[config.mk]
export PLATFORM = sky130hd
export DESIGN_NAME = mcu0_mem_arbiter
export DESIGN_NICKNAME = d
export VERILOG_FILES = /design/src/rtl/mcu0_mem_arbiter_pkg.sv /design/src/rtl/mcu0_rr_pick3.sv /design/src/rtl/mcu0_mem_arbiter.sv
export SDC_FILE = /design/constraint.sdc
export NUM_CORES = 1
export LEC_CHECK = 0
export BUFFER_PORTS_ARGS = -buffer_cell sky130_fd_sc_hd__buf_2
export CAP_MARGIN = 10
export CORE_ASPECT_RATIO = 0.6
export CORE_UTILIZATION = 42
export CTS_CLUSTER_SIZE = 20
export DETAILED_ROUTE_END_ITERATION = 16
export PLACE_DENSITY = 0.72
export SLEW_MARGIN = 20
export SYNTH_ARGS = -nofsm -noshare
export SYNTH_HDL_FRONTEND = slang
export SYNTH_SLANG_ARGS = --single-unit
export TNS_END_PERCENT = 10
[constraint.sdc]
create_clock -name clock -period 2.07 [get_ports clock]
set_input_delay 0.207 -clock clock [delete_from_list [all_inputs] [get_ports clock]]
set_output_delay 0.207 -clock clock [all_outputs]
set_load 0.01 [all_outputs]
[src/rtl/mcu0_mem_arbiter_pkg.sv]
// Shared definitions for the MCU0 memory arbiter: FSM states, requester IDs and
// the round-robin successor helper.
package mcu0_mem_arbiter_pkg;

    localparam int AW_DEFAULT = 12;

    typedef enum logic [1:0] {
        IDLE  = 2'd0,
        BYTE0 = 2'd1,
        BYTE1 = 2'd2,
        DONE  = 2'd3
    } arb_state_t;

    localparam logic [1:0] REQ_F = 2'd0;
    localparam logic [1:0] REQ_D = 2'd1;
    localparam logic [1:0] REQ_H = 2'd2;

    // Successor in the F -> D -> H -> F ring; an invalid ID falls back to F.
    function automatic logic [1:0] next_id(input logic [1:0] id);
        logic [1:0] nxt;
        case (id)
            REQ_F:   nxt = REQ_D;
            REQ_D:   nxt = REQ_H;
            default: nxt = REQ_F;
        endcase
        return nxt;
    endfunction

endpackage

[src/rtl/mcu0_rr_pick3.sv]
// Combinational three-way round-robin picker: searches from the requester after
// ptr and reports the first one asking.
module mcu0_rr_pick3
    import mcu0_mem_arbiter_pkg::*;
(
    input  logic [2:0] req,
    input  logic [1:0] ptr,
    output logic [1:0] gnt_id,
    output logic       any
);

    logic [1:0] first;
    logic [1:0] second;
    logic [1:0] third;

    always_comb begin
        first  = next_id(ptr);
        second = next_id(first);
        third  = next_id(second);
        any    = |req;
        gnt_id = REQ_F;
        if (req[first])
            gnt_id = first;
        else if (req[second])
            gnt_id = second;
        else if (req[third])
            gnt_id = third;
    end

endmodule

[src/rtl/mcu0_mem_arbiter.sv]
// Shares the byte-wide MCU0 memory between fetch, data and host requesters,
// splitting each big-endian 16-bit access into two byte cycles.
module mcu0_mem_arbiter
    import mcu0_mem_arbiter_pkg::*;
#(
    parameter int AW = AW_DEFAULT
)
(
    input  logic          clock,
    input  logic          reset_n,
    input  logic          f_req,
    input  logic [AW-1:0] f_addr,
    input  logic          d_req,
    input  logic          d_we,
    input  logic [AW-1:0] d_addr,
    input  logic [15:0]   d_wdata,
    input  logic          h_req,
    input  logic          h_we,
    input  logic [AW-1:0] h_addr,
    input  logic [15:0]   h_wdata,
    output logic          f_ack,
    output logic          d_ack,
    output logic          h_ack,
    output logic [15:0]   rdata,
    output logic          busy,
    output logic [AW-1:0] mem_addr,
    output logic          mem_we,
    output logic [7:0]    mem_wdata,
    input  logic [7:0]    mem_rdata
);

    arb_state_t    state;
    arb_state_t    state_nxt;
    logic [1:0]    ptr;
    logic [1:0]    grant;
    logic          we_q;
    logic [AW-1:0] addr_q;
    logic [15:0]   wdata_q;
    logic [7:0]    hi_q;

    logic [1:0]    gnt_id;
    logic          any;
    logic          sel_we;
    logic [AW-1:0] sel_addr;
    logic [15:0]   sel_wdata;

    mcu0_rr_pick3 u_pick (
        .req    ({h_req, d_req, f_req}),
        .ptr    (ptr),
        .gnt_id (gnt_id),
        .any    (any)
    );

    always_comb begin
        sel_we    = 1'b0;
        sel_addr  = f_addr;
        sel_wdata = '0;
        case (gnt_id)
            REQ_D: begin
                sel_we    = d_we;
                sel_addr  = d_addr;
                sel_wdata = d_wdata;
            end
            REQ_H: begin
                sel_we    = h_we;
                sel_addr  = h_addr;
                sel_wdata = h_wdata;
            end
            default: ;
        endcase
    end

    always_ff @(posedge clock) begin
        if (!reset_n) begin
            state   <= IDLE;
            ptr     <= REQ_H;
            grant   <= REQ_F;
            we_q    <= 1'b0;
            addr_q  <= '0;
            wdata_q <= '0;
            hi_q    <= '0;
        end else begin
            state <= state_nxt;
            if (state == IDLE && any) begin
                grant   <= gnt_id;
                ptr     <= gnt_id;
                we_q    <= sel_we;
                addr_q  <= sel_addr;
                wdata_q <= sel_wdata;
            end
            if (state == BYTE1)
                hi_q <= mem_rdata;
        end
    end

    // Outputs are gated by reset_n so a reset landing mid-write stops the byte strobe at once.
    always_comb begin
        state_nxt = state;
        mem_addr  = '0;
        mem_we    = 1'b0;
        mem_wdata = '0;
        f_ack     = 1'b0;
        d_ack     = 1'b0;
        h_ack     = 1'b0;
        rdata     = '0;
        busy      = 1'b0;
        case (state)
            IDLE: begin
                if (any)
                    state_nxt = BYTE0;
            end
            BYTE0: begin
                state_nxt = BYTE1;
                busy      = 1'b1;
                mem_addr  = addr_q;
                mem_we    = we_q;
                mem_wdata = wdata_q[15:8];
            end
            BYTE1: begin
                state_nxt = DONE;
                busy      = 1'b1;
                mem_addr  = addr_q + {{(AW-1){1'b0}}, 1'b1};
                mem_we    = we_q;
                mem_wdata = wdata_q[7:0];
            end
            DONE: begin
                state_nxt = IDLE;
                busy      = 1'b1;
                rdata     = {hi_q, mem_rdata};
                f_ack     = (grant == REQ_F);
                d_ack     = (grant == REQ_D);
                h_ack     = (grant == REQ_H);
            end
            default: state_nxt = IDLE;
        endcase
        if (!reset_n) begin
            mem_addr  = '0;
            mem_we    = 1'b0;
            mem_wdata = '0;
            f_ack     = 1'b0;
            d_ack     = 1'b0;
            h_ack     = 1'b0;
            rdata     = '0;
            busy      = 1'b0;
        end
    end

endmodule

== Word-level counts from Yosys, hierarchy flattened ==
Cells that the tools add are included.
W data, S select, Z words.
Word-level totals
  output and inout bits: 41
  logic and storage cells: 64
  bits in registers: 43
Cells by class
  equal/unequal tests: 11
  reductions and logical operators: 9
  magnitude comparators: 3
  $add $sub $neg: 1
  multiplexer cells: 33
Operators with widths (number)
  $pmux W12 S2: 2
  $mux W16: 2
  $pmux W16 S2: 1
  $pmux W8 S2: 1
  $mux W1: 13
  $add A12 B1 Y12 const B: 1
  $eq A2 B1 Y1 const B: 6
  $mux W12: 1
  $pmux W2 S2: 3
  $logic_not A2 Y1: 5
  $lt A2 B3 Y1 const B: 3
  $eq A2 B2 Y1 const B: 4
  $mux W2: 4
  $mux W8: 1
  $pmux W2 S4: 1
  $bmux W1 S2: 3
  $reduce_or A3 Y1: 2
  $ne A2 B2 Y1 const B: 1
  $pmux W1 S2: 1
  $reduce_or A2 Y1: 1
  $logic_and A1 B1 Y1: 1

== Depth between registers and ports, before layout ==
  depth in word-level cells: 13
  mapped depth: 11

== Modules after synthesis ==
A second synthesis with hierarchy kept.
Second synthesis, totals
  cells, all modules: 331
  area total of the unflattened synthesis: 2758.9 µm²
By module, submodules not included
  mcu0_mem_arbiter: instances 1, cells each 323, area an instance 2708.8 µm²
  mcu0_rr_pick3: instances 1, cells each 8, area an instance 50.0 µm²

== Least setup slack after synthesis ==
Ideal clock, no wire load.
  kind: reg-to-output
  start point: register state[0]
  end point: output port mem_addr[9]
  setup slack: 0.313 ns
  cell stages (with the launch flop): 7
  data required time: 1.863 ns
  data arrival time: 1.550 ns
  path buffers: 1
  cells stage by stage: dfxtp_1 -> inv_1 -> ha_1 -> and3_2 -> clkbuf_1 -> nand4_1 -> o21ai_0
On the way
  cells in the longest elaborated chain, start to end: 3
Ends and longest elaborated chain
  from (decl): RTL line mcu0_mem_arbiter.sv:32  | arb_state_t state;
  from (signal assigned): RTL line mcu0_mem_arbiter.sv:83  | state <= state_nxt;
  $eq A2 B2 Y1 / $eq A2 B1 Y1 (equally long branches): RTL line mcu0_mem_arbiter.sv:107  | case (state)
  $pmux W12 S2 *: RTL line mcu0_mem_arbiter.sv:107
  $mux W12 *: RTL line mcu0_mem_arbiter.sv:136  | if (!reset_n) begin
  to (decl): RTL line mcu0_mem_arbiter.sv:26  | output logic [AW-1:0] mem_addr,
Every way passes the cells marked *; elsewhere a longest branch is shown, timed or not.

== Worst setup path in the final report ==
  start point: register state[1]
  end point: output port mem_addr[4]
The elaborated chain is that of the path after synthesis.

==> results.sh <==
export IMPL_fin_setup_tns_ns=0
export IMPL_clockBufferDepth=2
export IMPL_synth_edf_count=0
export IMPL_hold_class="in2reg"
export IMPL_io_buffers=123
export IMPL_drtIter0Drc=133
export IMPL_cts_tree="yes"
export IMPL_p_int_mw=1.84
export IMPL_routed_wl_met3_um=468
export IMPL_grt_usage=0.217
export IMPL_crit_required_ns=1.86
export IMPL_yosysSeqAreaShare=0.313
export IMPL_fin_nets=546
export IMPL_dieArea_sq_mm=0.00673
export IMPL_p_clk_frac=0.210
export IMPL_startpoint_type="register"
export IMPL_fp_dieH_um=64.0
export IMPL_post_route_min_period_ns=2.00
export IMPL_netSwitchingFraction=0.400
export IMPL_grt_pass1_wl_um=11800
export IMPL_synth_warnings=0
export IMPL_layout_commonest_cell="buf_2"
export IMPL_async_reset_ff_frac=0
export IMPL_syn_inst=347
export IMPL_diodes=0
export IMPL_drc_errors=0
export IMPL_rsz0062_at_grt="true"
export IMPL_rows=22
export IMPL_worstMarginPinSlew_ns=0.423
export IMPL_grt_max_degree=51
export IMPL_grt_antenna_before_repair=0
export IMPL_place_area_sq_mm=0.00333
export IMPL_fin_skew_ns=0.00321
export IMPL_setup_violations=0
export IMPL_grt_ovfl_total=0
export IMPL_combPwrFrac=0.432
export IMPL_fillers=581
export IMPL_numCtsBuffers=5
export IMPL_slew_headroom=0.717
export IMPL_die_w_um=105
export IMPL_ys_types=37
export IMPL_p_seq_frac=0.358
export IMPL_synth_avg_cell_area_sq_um=7.75
export IMPL_layout_common_cells="buf_2 (123), a22oi_1 (38), dfxtp_1 (38)"
export IMPL_vias=2950
export IMPL_hold_violations=0
export IMPL_area_growth_pct=32.2
export IMPL_power_mw=3.07
export IMPL_maxSlewViolCount=0
export IMPL_fin_crit_sh=0.968
export IMPL_start_util=0.438
export IMPL_final_cell_area_sq_mm=0.00355
export IMPL_ioPinCount=124
export IMPL_wl_per_cell_um=13.6
export IMPL_power_density_mw_per_mm2=863
export IMPL_clk_pin_slew_ns=0.08
export IMPL_synth_ff_type="dfxtp_1"
export IMPL_post_dp_hpwl_um=5370
export IMPL_dpl_cell_count=532
export IMPL_end_kind="primary output"
export IMPL_gp_congestion=0.898
export IMPL_ant_nets=0
export IMPL_cts_sinks=42
export IMPL_clockRootBuffer="clkbuf_8"
export IMPL_met1_length_um=3430
export IMPL_crit_fanout=8
export IMPL_coreArea_sq_mm=0.00614
export IMPL_multi_input_area_sq_mm=0.00174
export IMPL_max_freq_mhz=499
export IMPL_ir_drop_v=0.000326
export IMPL_dr_pass1_iters=5
export IMPL_fin_cells=540
export IMPL_final_util=0.579
export IMPL_drive_above_1_share=0.360
export IMPL_grt_pass1_vias=2645
export IMPL_p_leak_nw=1.51
export IMPL_synth_nets=438
export IMPL_status="finished clean"
export IMPL_arrival_ns=1.80
export IMPL_htree_levels=2
export IMPL_p_sw_mw=1.23
export IMPL_routed_wl_um=7320
export IMPL_synth_seq_cells=42
export IMPL_met2WireLength_um=3310
export IMPL_drv_cap=0
export IMPL_synthesis_area_sq_mm=0.00269
export IMPL_ctsHoldBuffers=0
export IMPL_highest_layer="met4"
export IMPL_final_seq_area_sq_um=851
export IMPL_via_per_inst=5.46
export IMPL_clkLatencyLatePin_ns=0.30
export IMPL_criticalPathCategory="reg2out"
==> path summary, 6_finish.rpt <==
path              cells after the start          end    startpoint  slack, ns
setup / recovery                      6  mem_addr[4]      state[1]       0.07
hold / removal                        3      hi_q[1]  mem_rdata[1]       0.18
setup reg to reg                      9    addr_q[3]        ptr[0]       0.25
hold reg to reg                       2   addr_q[11]    addr_q[11]       0.49
==> per-stage QoR <==
| stage | setup slack (ns) | hold WS, ns |
|---|---|---|
| final | 0.0654 | 0.183 |
| after global routing | -0.0260 | 0.185 |
| after CTS | 0.0330 | 0.178 |
| after detailed placement | 0.186 | 0.487 |
| after global placement | 0.244 | 0.482 |
| after floorplan | 0.313 | 0.376 |
==> timing repair <==
action                                  4_1_cts  5_1_grt
endpoints found under the setup margin       10       10
cloned                                        0        0
resized for setup                            14       13
setup buffers                                 0        0
pin swaps                                     2        0
==> layer usage <==
metal  vias to the layer above  track usage
met5                         -            0
met2                       115        0.375
met3                        11       0.0357
met1                      1326        0.277
met4                         0       0.0687
li1                       1498            -
==> state kept, by name, indices dropped and copies added, names as in the netlist <==
name and cells:
grant 1, state 2, wdata_q 16, hi_q 8, addr_q 12, we_q 1, ptr 2
==> critical path: stages (launching register included) <==
cell and delay [ns]:
dfxtp_4 0.37, inv_1 0.13, ha_2 0.28, buf_4 0.19
a21oi_1 0.05, a211oi_1 0.30, buf_2 0.19
==> logic make-up after synthesis <==
| logic type | Yosys count | synth area share |
|---|---|---|
| compound gates | 114 | 0.271 |
| mux | 9 | 0.0335 |
| fa+ha+maj | 8 | 0.0372 |
| flops | 42 | 0.313 |
| buf+inv | 38 | 0.0736 |
| simple gates | 136 | 0.271 |
==> Yosys cell counts, types with 5 or more instances <==
cell | count | area share
a21oi_1 | 35 | 0.065
a22oi_1 | 38 | 0.11
and3_1 | 18 | 0.042
buf_2 | 11 | 0.020
buf_6 | 5 | 0.021
clkbuf_1 | 13 | 0.018
dfxtp_1 | 42 | 0.31
ha_1 | 8 | 0.037
inv_1 | 6 | 0.0084
mux2i_1 | 9 | 0.034
nand2_1 | 12 | 0.017
nand3_1 | 23 | 0.043
nor2_1 | 22 | 0.031
nor2b_1 | 29 | 0.068
nor3_1 | 20 | 0.037
o21ai_0 | 23 | 0.043
==> layout make-up <==
type | instances | share of cell area
clock buffers | 6 | 0.0204
clock inverters | 2 | 0.0106
well taps | 84 | 0.0296
multi-input cells | 267 | 0.490
inverters | 6 | 0.00634
repair buffers | 133 | 0.204
flip-flops and latches | 42 | 0.239
==> power groups by stage <==
stage               Clock [mW]  Combinational, mW  Sequential (mW)
detailed placement           0               1.21             1.09
global route             0.689               1.47             1.13
global placement             0               1.18             1.09
floorplan                    0              0.915             1.05
finish                   0.645               1.32             1.10
CTS                      0.662               1.29             1.09
Power figures use the tool's default switching activity.
